==> src/rtl/sm_issue_queue.sv <==
// Operand FIFO + launcher for the sequential multiplier; push-to-result latency is 3 cycles plus SM busy time.
// Backpressure: in_ready drops at FIFO full; a blocked result register holds the finished op in WAIT_DONE.
module sm_issue_queue #(
    parameter int WIDTH_M = 16,
    parameter int WIDTH_P = 32,
    parameter int DEPTH   = 4
) (
    input  logic                   clk,
    input  logic                   reset,
    input  logic                   in_valid,
    output logic                   in_ready,
    input  logic [WIDTH_M-1:0]     in_multiplicand,
    input  logic [WIDTH_M-1:0]     in_multiplier,
    output logic                   sm_start,
    output logic [WIDTH_M-1:0]     sm_multiplicand,
    output logic [WIDTH_M-1:0]     sm_multiplier,
    input  logic [WIDTH_P-1:0]     sm_product,
    input  logic                   sm_ready,
    output logic                   out_valid,
    input  logic                   out_ready,
    output logic [WIDTH_P-1:0]     out_product,
    output logic [$clog2(DEPTH):0] count
);
    localparam int AW = $clog2(DEPTH);
    localparam logic [AW:0]   CNT_FULL = (AW + 1)'(DEPTH);
    localparam logic [AW:0]   CNT_ONE  = (AW + 1)'(1);
    localparam logic [AW-1:0] PTR_ONE  = AW'(1);

    typedef enum logic [1:0] {IDLE, LAUNCH, WAIT_BUSY, WAIT_DONE} state_t;

    state_t              state, state_nxt;
    logic [WIDTH_M-1:0]  mem_a [DEPTH];
    logic [WIDTH_M-1:0]  mem_b [DEPTH];
    logic [AW-1:0]       wr_ptr, rd_ptr;
    logic                push, pop, capture;

    // in_ready is forced low during reset so nothing is accepted into a FIFO being cleared.
    assign in_ready = reset && (count != CNT_FULL);
    assign push     = in_valid && in_ready;

    always_comb begin
        state_nxt = state;
        sm_start  = 1'b0;
        pop       = 1'b0;
        capture   = 1'b0;
        case (state)
            IDLE: begin
                if ((count != '0) && sm_ready) begin
                    pop       = 1'b1;
                    state_nxt = LAUNCH;
                end
            end
            LAUNCH: begin
                sm_start  = 1'b1;
                state_nxt = WAIT_BUSY;
            end
            WAIT_BUSY: begin
                if (!sm_ready) state_nxt = WAIT_DONE;
            end
            WAIT_DONE: begin
                // SM holds its product while idle, so a blocked result just waits here.
                if (sm_ready && (!out_valid || out_ready)) begin
                    capture   = 1'b1;
                    state_nxt = IDLE;
                end
            end
            default: state_nxt = IDLE;
        endcase
    end

    always_ff @(posedge clk) begin
        if (push) begin
            mem_a[wr_ptr] <= in_multiplicand;
            mem_b[wr_ptr] <= in_multiplier;
        end
    end

    always_ff @(posedge clk) begin
        if (!reset) begin
            state           <= IDLE;
            wr_ptr          <= '0;
            rd_ptr          <= '0;
            count           <= '0;
            sm_multiplicand <= '0;
            sm_multiplier   <= '0;
            out_valid       <= 1'b0;
            out_product     <= '0;
        end else begin
            state <= state_nxt;
            if (push) wr_ptr <= wr_ptr + PTR_ONE;
            if (pop) begin
                rd_ptr          <= rd_ptr + PTR_ONE;
                sm_multiplicand <= mem_a[rd_ptr];
                sm_multiplier   <= mem_b[rd_ptr];
            end
            case ({push, pop})
                2'b10:   count <= count + CNT_ONE;
                2'b01:   count <= count - CNT_ONE;
                default: count <= count;
            endcase
            // A capture in the same cycle as a consume keeps out_valid high.
            if (capture) begin
                out_valid   <= 1'b1;
                out_product <= sm_product;
            end else if (out_ready) begin
                out_valid <= 1'b0;
            end
        end
    end
endmodule

==> config.mk <==
export PLATFORM = sky130hd
export DESIGN_NAME = sm_issue_queue
export DESIGN_NICKNAME = d
export VERILOG_FILES = /design/src/rtl/sm_issue_queue.sv
export SDC_FILE = /design/constraint.sdc
export NUM_CORES = 1
export LEC_CHECK = 0
export ABC_AREA = 1
export BUFFER_PORTS_ARGS = -buffer_cell sky130_fd_sc_hd__buf_2
export CAP_MARGIN = 20
export CELL_PAD_IN_SITES_DETAIL_PLACEMENT = 0
export CELL_PAD_IN_SITES_GLOBAL_PLACEMENT = 1
export CORE_MARGIN = 1.5
export CORE_UTILIZATION = 30
export DETAILED_ROUTE_END_ITERATION = 12
export PLACE_DENSITY = 0.57
export RECOVER_POWER = 25
export SYNTH_ARGS = -nofsm -noshare
export SYNTH_HDL_FRONTEND = slang
export SYNTH_SLANG_ARGS = --single-unit
==> constraint.sdc <==
create_clock -name clk -period 4.63 [get_ports clk]
set_input_delay 0.2315 -clock clk [delete_from_list [all_inputs] [get_ports clk]]
set_output_delay 0.2315 -clock clk [all_outputs]
set_load 0.05 [all_outputs]
Word level (Yosys, flattened, before mapping)
Memories as Yosys holds them, arrays and structs flattened. A register that Yosys moved wholly into a read port is not among the register bits.
Cells that the tools add are included.
{"block": "classes", "order_cmp": 0, "bitwise_logic": 0, "div": 0, "n_mux": 14, "n_eq_ne": 9, "reduce_logical": 13, "mul": 0, "add_sub_neg": 4, "shifts": 0}
{"cell": "1-bit two-way mux", "count": 9}
{"cell": "2-bit one-hot mux with 4 select lines", "count": 1}
{"cell": "2-bit equality test (second input constant)", "count": 3}
{"cell": "2-bit two-way mux", "count": 3}
{"cell": "2-bit != test (second input constant)", "count": 3}
{"cell": "3-bit one-hot mux with 2 select lines", "count": 1}
{"cell": "2-bit by 1-bit adder with 2-bit output (second input constant)", "count": 2}
{"cell": "2-bit by 1-bit equality test with 1-bit output (second input constant)", "count": 2}
{"cell": "1-bit logical AND", "count": 4}
{"cell": "2-bit nonzero test", "count": 2}
{"cell": "3-bit by 1-bit adder with 3-bit output (second input constant)", "count": 1}
{"cell": "1-bit zero test", "count": 3}
{"cell": "3-bit != test (second input constant)", "count": 1}
{"cell": "3-bit AND reduction", "count": 1}
{"cell": "3-bit nonzero test", "count": 1}
{"cell": "3-bit by 1-bit subtractor with 3-bit output (second input constant)", "count": 1}
{"cell": "2-bit zero test", "count": 1}
{"cell": "1-bit logical OR", "count": 1}
{"block": "totals", "ramBits": 128, "out_inout_bits": 70, "ff_bits": 42, "elab_cells": 48, "n_memories": 2, "latch_bits": 0, "romBits": 0, "input_bits": 69}
{"memory": "mem_a", "depth": 4, "word_bits": 16, "read_ports": 1, "rd_ports_with_merged_regs": 1, "wr": 1, "line": "32", "rtl": "logic [WIDTH_M-1:0] mem_a [DEPTH];"}
{"memory": "mem_b", "depth": 4, "word_bits": 16, "read_ports": 1, "rd_ports_with_merged_regs": 1, "wr": 1, "line": "33", "rtl": "logic [WIDTH_M-1:0] mem_b [DEPTH];"}

Depth between registers and ports, before layout
Gate-level depths: netlist (run 1).
{"block": "logic_depth", "depth_word": 6, "mapped_depth": 13, "depth_no_buf": 12}

Worst setup path before layout (run 1)
OpenSTA, ideal clock, no wires.
{"block": "synth_timing", "path_type": "register to register", "startpoint": "register count[0]", "endpoint": "memory mem_a[0][0], enable pin", "setup_time_ns": 0.421, "slack_ns": 1.735, "required_time_ns": 4.209, "synth_period_minus_slack_ns": 2.895, "path_stages_with_launch": 5, "arrival_time_ns": 2.474, "path_buffers": 0, "cell_sequence": "dfxtp_1 nor2_2 nand2_1 nand3_1 nor2_1"}
{"block": "synth_via", "elab_chain_cells": 5}
{"element": "start, declared", "line": "22", "rtl": "output logic [$clog2(DEPTH):0] count"}
{"element": "start signal, assigned", "line": "97", "rtl": "2'b10: count <= count + CNT_ONE;"}
{"element": "start signal, assigned", "line": "98", "rtl": "2'b01: count <= count - CNT_ONE;"}
{"element": "start signal, assigned", "line": "99", "rtl": "default: count <= count;"}
{"element": "3-bit != test", "line": "38", "rtl": "assign in_ready = reset && (count != CNT_FULL);"}
{"element": "1-bit logical AND", "line": "38"}
{"element": "1-bit logical AND", "line": "39", "rtl": "assign push = in_valid && in_ready;"}
{"element": "1-bit two-way mux", "line": "72", "rtl": "if (push) begin"}
{"element": "1-bit two-way mux (implied by the code)", "line": "73", "rtl": "mem_a[wr_ptr] <= in_multiplicand;"}
{"element": "end, declared", "line": "32"}
No other way between the ends.

Worst setup path after layout (run 1)
{"block": "layout_timing", "startpoint": "register state[0]", "endpoint": "register count[2]"}
{"block": "layout_via", "elab_chain_cells": 4, "word_cells_on_any_way": 6, "classes_between": "eq/ne: 2; mux: 2; reduce/logical: 2"}
{"element": "start, declared", "line": "31", "rtl": "state_t state, state_nxt;"}
{"element": "start signal, assigned", "line": "89", "rtl": "state <= state_nxt;"}
{"element": "2-bit zero test (*)", "line": "46", "rtl": "case (state)"}
{"element": "1-bit two-way mux (*)", "line": "46"}
{"element": "2-bit by 1-bit equality test with 1-bit output or 2-bit equality test (tied branches)", "line": "96", "rtl": "case ({push, pop})"}
{"element": "3-bit one-hot mux with 2 select lines or 2-bit nonzero test (tied branches)"}
Every way passes the cells marked *; elsewhere a longest branch is shown, timed or not.
A chain may end at the register's enable or synchronous reset.

==> results of run 1 <==
[power breakdown]
part	internal [µW]	leakage (µW)	switching [µW]
Combinational	354	0.00161	997
Clock	1190	0.000401	736
Sequential	2090	0.00176	124
Total	3640	0.00377	1860
[metrics by stage]
step                      power, µW  utilization [%]  cell area [µm²]  worst slack (ns)  hold slack, ns
after floorplan                3280                -             7700              1.73           0.330
after global placement         3570             34.1             8590              1.59           0.450
after detailed placement       3580             34.2             8610              1.62           0.452
after CTS                      5580             40.0            10100              1.68           0.126
after global routing           5780             40.0            10100              1.43           0.178
final                          5490             40.0            10100              1.78           0.148
[worst paths after layout]
check | start | end | slack [ns] | cells past startpoint
setup reg to reg | state[0] | count[2] | 1.78 | 12
hold reg to reg | out_product[11] | out_product[11] | 0.46 | 2
setup / recovery | state[0] | count[2] | 1.78 | 12
hold / removal | out_ready | out_valid | 0.15 | 6
[cell families (layout without fill, tap and decap cells)]
kind of cell	Yosys count	count (layout)	share of synthesized area, %
AOI/OAI and AO/OA	178	178	12.1
buffers and inverters	62	274	4.81
adders and majority gates	10	10	1.72
DFF	202	202	69.1
other	0	1	0
and+or+nand+nor	224	224	12.2
[registers in the layout (all words and copies together), names as in the netlist]
register,flops
rd_ptr,2
sm_multiplier,16
sm_multiplicand,16
out_product,32
wr_ptr,2
mem_b,64
out_valid,1
state,2
mem_a,64
count,3
[layer usage]
metal,vias up,global-route usage (%),routed length [µm]
li1,2736,-,-
met1,2503,18.4,8940
met2,141,22.0,8340
met3,23,2.95,1060
met4,0,3.25,332
met5,-,0,0
[cell type report]
cell class | instances | share of cell area (%)
clock inverter | 12 | 1.50
inverter | 22 | 0.894
multi-input combinational | 412 | 20.2
sequential | 202 | 52.9
clock buffer | 32 | 6.68
antenna | 1 | 0.0248
timing repair buffer | 208 | 13.7
tap | 330 | 4.10
[repair_timing]
item                      CTS  global route
hold buffers               64             0
hold endpoints to repair  160             0
setup buffers               0             0
[worst max-delay path: stages (launching register included)]
cell	delay (ns)
dfxtp_1	0.32
inv_1	0.09
ha_1	0.25
nand3_4	0.45
inv_4	0.53
ha_1	0.22
inv_1	0.06
fa_1	0.37
a21oi_1	0.14
o21ai_0	0.11
nand2_1	0.07
nand2_1	0.04
nor2_1	0.10
[placed cells by master (no fill, tap or decap), types with 2 or more instances in the layout]
| cell type | instances |
|---|---|
| ha_1 | 9 |
| o22ai_1 | 32 |
| inv_2 | 2 |
| clkbuf_16 | 26 |
| buf_16 | 2 |
| buf_4 | 4 |
| dlygate4sd3_1 | 64 |
| nor2_2 | 28 |
| dfxtp_1 | 73 |
| o21ai_0 | 88 |
| buf_2 | 112 |
| clkinvlp_4 | 2 |
| bufinv_16 | 3 |
| nor2_1 | 107 |
| a21oi_1 | 43 |
| o21ai_1 | 15 |
| nand3_1 | 2 |
| nand2_1 | 80 |
| clkbuf_1 | 32 |
| inv_1 | 17 |
| edfxtp_1 | 128 |
| nor2_4 | 4 |
| nand3_4 | 2 |
| clkinv_2 | 6 |
==> results by group, run 1 <==
Power
  – Pwr Density: 545 mW/mm²
  – LEAKAGE: 0.00377 µW
  – Max VDD drop: 0.000365 V

Status
  – Status: finished, final reports clean

Finish
  – Filler instances: 2485
  – Layout cells sized above 1: 22.1%
  – Reg area: 0.00533 mm²
  – Area Overhead vs Synth: 30.8%
  – Multi-input logic area: 0.00204 mm²
  – Final non-filler cell total: 1219
  – Fin nets: 949

Critical path
  – Crit end category: flop
  – Crit path launch type: flop
  – WP data required: 5.08 ns
  – WP data arrival: 3.30 ns
  – Crit Path Category: reg -> reg
  – Max Fanout on Critical Path: 36

Floorplan
  – Top Ports: 139
  – Rows: 58
  – Core area: 0.0252 mm²
  – Initial Utilization: 30.6%
  – Die W: 163 µm
  – Die area: 0.0266 mm²
  – Die H: 163 µm

Detailed routing
  – DRT iter0 DRCs: 309
  – DRC: 0
  – Vias per cell: 4.43
  – WL/cell: 15.3 µm
  – Antenna viol nets, final: 0
  – Routed wire length: 18700 µm
  – Via count: 5403
  – DRT Pass-1 Iters: 5

Logic synthesis
  – Ys flop type: edfxtp_1
  – EDFF count, synth: 128
  – Number of library cell types mapped by synthesis: 25
  – Post-synth top area cell: edfxtp_1
  – Top cells by area, synth: edfxtp_1 50%, dfxtp_1 19%, o21ai_0 5.7%
  – Most common cell in the netlist: edfxtp_1
  – Register bit count reported by yosys: 202
  – Post-synth top cells: 128 x edfxtp_1, 111 x nor2_1, 88 x o21ai_0
  – Synthesized area: 0.00770 mm²
  – Cells after Synth: 676
  – Avg Cell Area, Syn: 11.4 µm²
  – FFs w/ async S/R, synth: 0%
  – Top-area cell type share of the netlist area: 49.9%
  – Register area share after synthesis: 69.1%
  – Ys Warns: 0
  – Syn nets: 755

STA
  – Clk_skew: 0.0272 ns
  – Slew @ Worst Pin: 1.06 ns
  – Finish-stage setup viols: 0
  – Slew HR: 29.2%
  – Tmin final: 2.85 ns
  – Final Max Slew Viols: 0
  – Peak Freq: 351 MHz
  – Final period util: 61.5%
  – Fin. Hold Viols: 0
  – RSZ-0062 raised after global routing: false
  – TNS Setup: 0 ns

Place
  – DP HPWL: 10600 µm
  – I/O Buffers: 138
  – RePlAce Congestion: 0.692
  – Dpl cells: 1109

Global routing
  – GR Overflow Total: 0
  – First-pass GRT wire length: 28200 µm
  – Vias in the first global route: 5123
  – Initial antenna violation count: 1
  – Largest net degree at the start of global routing: 68
  – Total Routing Usage GR: 13.6%

Clock network
  – Post-CTS Resized: 0
  – Root Buffer: clkbuf_16
  – # H-tree levels: 1
  – CTS Buffer Depth: 3
  – TritonCTS clock tree: built
  – Clock latency at the later pin of the worst-skew pair: 0.53 ns
  – Inserted Clock Buffers: 24
  – Sink Count: 202
  – Clock slew at reported path FFs: 0.06 ns

Run
  – Total of max-cap violations: 0

Hold path
  – Hold Path Class: in -> reg
Note: power is estimated with default switching activity, not from simulation.
==> run 2, diff against run 1 <==
--- a/config.mk
+++ b/config.mk
@@ -13,7 +13,7 @@
 export CORE_MARGIN = 1.5
 export CORE_UTILIZATION = 30
 export DETAILED_ROUTE_END_ITERATION = 12
-export PLACE_DENSITY = 0.57
+export PLACE_DENSITY = 0.59
 export RECOVER_POWER = 25
 export SYNTH_ARGS = -nofsm -noshare
 export SYNTH_HDL_FRONTEND = slang
==> constraint.sdc (replaced) <==
create_clock -name clk -period 2.35 [get_ports clk]
set_input_delay 0.1175 -clock clk [delete_from_list [all_inputs] [get_ports clk]]
set_output_delay 0.1175 -clock clk [all_outputs]
set_load 0.05 [all_outputs]
==> run 2 against run 1 <==
Compared with the run above: final area decreased by 0.35%; combinational power is 100% higher; flip-flop and latch count is the same; die area unchanged; via count increased by 0.46%; routed wire length down 0.86%; first-iteration DRC count up 12%; cell count grew 0.74%; critical endpoint unchanged.
==> results by group, run 2 (synthesis results as in run 1) <==
Global routing
  – First-pass GRT wire length: 28900 µm
  – Vias in the first global route: 5436
  – Total Routing Usage GR: 13.8%
  – GR Overflow Total: 0
  – Largest net degree at the start of global routing: 68
  – Initial antenna violation count: 0

STA
  – Peak Freq: 526 MHz
  – Fin. Hold Viols: 0
  – Clk_skew: 0.0116 ns
  – Slew @ Worst Pin: 0.641 ns
  – RSZ-0062 raised after global routing: false
  – Slew HR: 57.2%
  – Final period util: 80.9%
  – Finish-stage setup viols: 0
  – Final Max Slew Viols: 0
  – Tmin final: 1.90 ns

Detailed routing
  – DRT Pass-1 Iters: 4
  – DRC: 0
  – WL/cell: 15.1 µm
  – Via count: 5428
  – DRT iter0 DRCs: 347
  – Antenna viol nets, final: 0
  – Vias per cell: 4.42
  – Routed wire length: 18500 µm

Place
  – I/O Buffers: 138
  – RePlAce Congestion: 0.704
  – DP HPWL: 10800 µm
  – Dpl cells: 1122

Finish
  – Reg area: 0.00533 mm²
  – Biggest regs: mem_a (64), mem_b (64), out_product (32)
  – Most frequent cells in the layout: 128 x edfxtp_1, 111 x buf_2, 107 x nor2_1, 88 x o21ai_0, 80 x nand2_1
  – Area Overhead vs Synth: 30.4%
  – Layout cells sized above 1: 22.4%
  – Multi-input logic area: 0.00204 mm²
  – Final non-filler cell total: 1228
  – Filler instances: 2465
  – Final core utilization: 39.9%
  – Fin nets: 960
  – Number of diodes: 0
  – Commonest non-fill, non-tap cell in the layout: edfxtp_1

Clock network
  – # H-tree levels: 1
  – TritonCTS clock tree: built
  – Postcts setup bufs: 0
  – CTS Buffer Depth: 3
  – Root Buffer: clkbuf_16
  – Inserted Clock Buffers: 23
  – Sink Count: 202
  – Clock slew at reported path FFs: 0.06 ns
  – Clock latency at the later pin of the worst-skew pair: 0.51 ns

Power
  – Comb pwr share: 26.1%
  – Pwr Density: 1050 mW/mm²
  – Power share of the clock group: 33.1%
  – Sequential power share: 40.8%
  – Sw Ratio: 34.1%
  – NetSw: 3580 µW
  – Max VDD drop: 0.000623 V
  – LEAKAGE: 0.00378 µW
  – Internal power: 6920 µW

Critical path
  – Crit path launch type: flop
  – WP data arrival: 2.34 ns
  – Crit Path Category: reg -> reg
  – Crit end category: flop
  – Max Fanout on Critical Path: 3
  – WP data required: 2.79 ns

Floorplan
  – Die area: 0.0266 mm²
  – Die H: 163 µm
  – Core area: 0.0252 mm²
  – Top Ports: 139
  – Die W: 163 µm
  – Rows: 58
  – Initial Utilization: 30.6%

Hold path
  – Hold Path Class: in -> reg

Status
  – Status: finished, final reports clean

Run
  – Total of max-cap violations: 0
[run 2: cell count changes in the layout (fill, tap and decap cells not counted)]
cell and delta:
clkbuf_16 -3, clkinv_2 -3, bufinv_16 -1, clkinv_8 -1
inv_16 +1, diode_2 -1, clkinv_1 +6, clkinvlp_4 -1
buf_16 -2, buf_2 -1, clkbuf_1 -1, clkbuf_8 +2
buf_4 +14
[run 2: path summary, 6_finish.rpt]
check                           slack, ns  depth (start not counted)             from         endpoint
worst max register to register       0.45                         12         state[0]         count[2]
worst min register to register       0.46                          2  out_product[22]  out_product[22]
worst max-delay path                 0.45                         12         state[0]         count[2]
worst min-delay path                 0.04                          6        out_ready        out_valid
[run 2: power by group through the flow]
stage	Sequential [µW]	Clock (µW)	Combinational, µW
after floorplan	5160	0	1300
after global placement	4360	0	2700
after detailed placement	4360	0	2690
after CTS	4290	3590	2790
after global routing	4340	3720	3010
final	4290	3480	2740
[run 2: what timing repair did]
action                                 4_1_cts  5_1_grt
endpoints found under the hold margin      160        0
gates resized for setup                      0        0
hold buffers                                64        0
[run 2: layer usage]
| layer | up-vias | GRT usage [%] | wire length, µm |
|---|---|---|---|
| met2 | 153 | 23.2 | 8310 |
| met1 | 2490 | 18.5 | 8830 |
| met3 | 22 | 2.64 | 1140 |
| met5 | - | 0 | 0 |
| li1 | 2763 | - | - |
| met4 | 0 | 3.04 | 238 |
[run 2: final cells by class]
| type | instances | share of cell area [%] |
|---|---|---|
| Clock inverter | 13 | 1.25 |
| Sequential cell | 202 | 53.0 |
| Inverter | 22 | 0.897 |
| Clock buffer | 29 | 6.16 |
| Timing Repair Buffer | 220 | 14.3 |
| Multi-Input combinational cell | 412 | 20.3 |
| Tap cell | 330 | 4.11 |
[run 2: per-stage QoR]
step                      setup WS, ns  power [µW]  TNS (ns)  instance area (µm²)  hold WS (ns)
after floorplan                -0.0824        6460    -10.55                 7710         0.216
after global placement           0.461        7060         0                 8690         0.334
after detailed placement         0.449        7060         0                 8690         0.333
after CTS                        0.423       10700         0                10100        0.0249
after global routing             0.228       11100         0                10000        0.0876
final                            0.449       10500         0                10000        0.0437
[run 2: critical path, stage by stage, from the launching register on]
cell and delay [ns]:
dfxtp_1 0.32, inv_1 0.10, ha_1 0.23, nand3_4 0.10, inv_4 0.06, ha_1 0.12, inv_1 0.07, fa_1 0.38
a21oi_1 0.14, o21ai_0 0.11, nand2_1 0.07, nand2_1 0.04, nor2_1 0.08
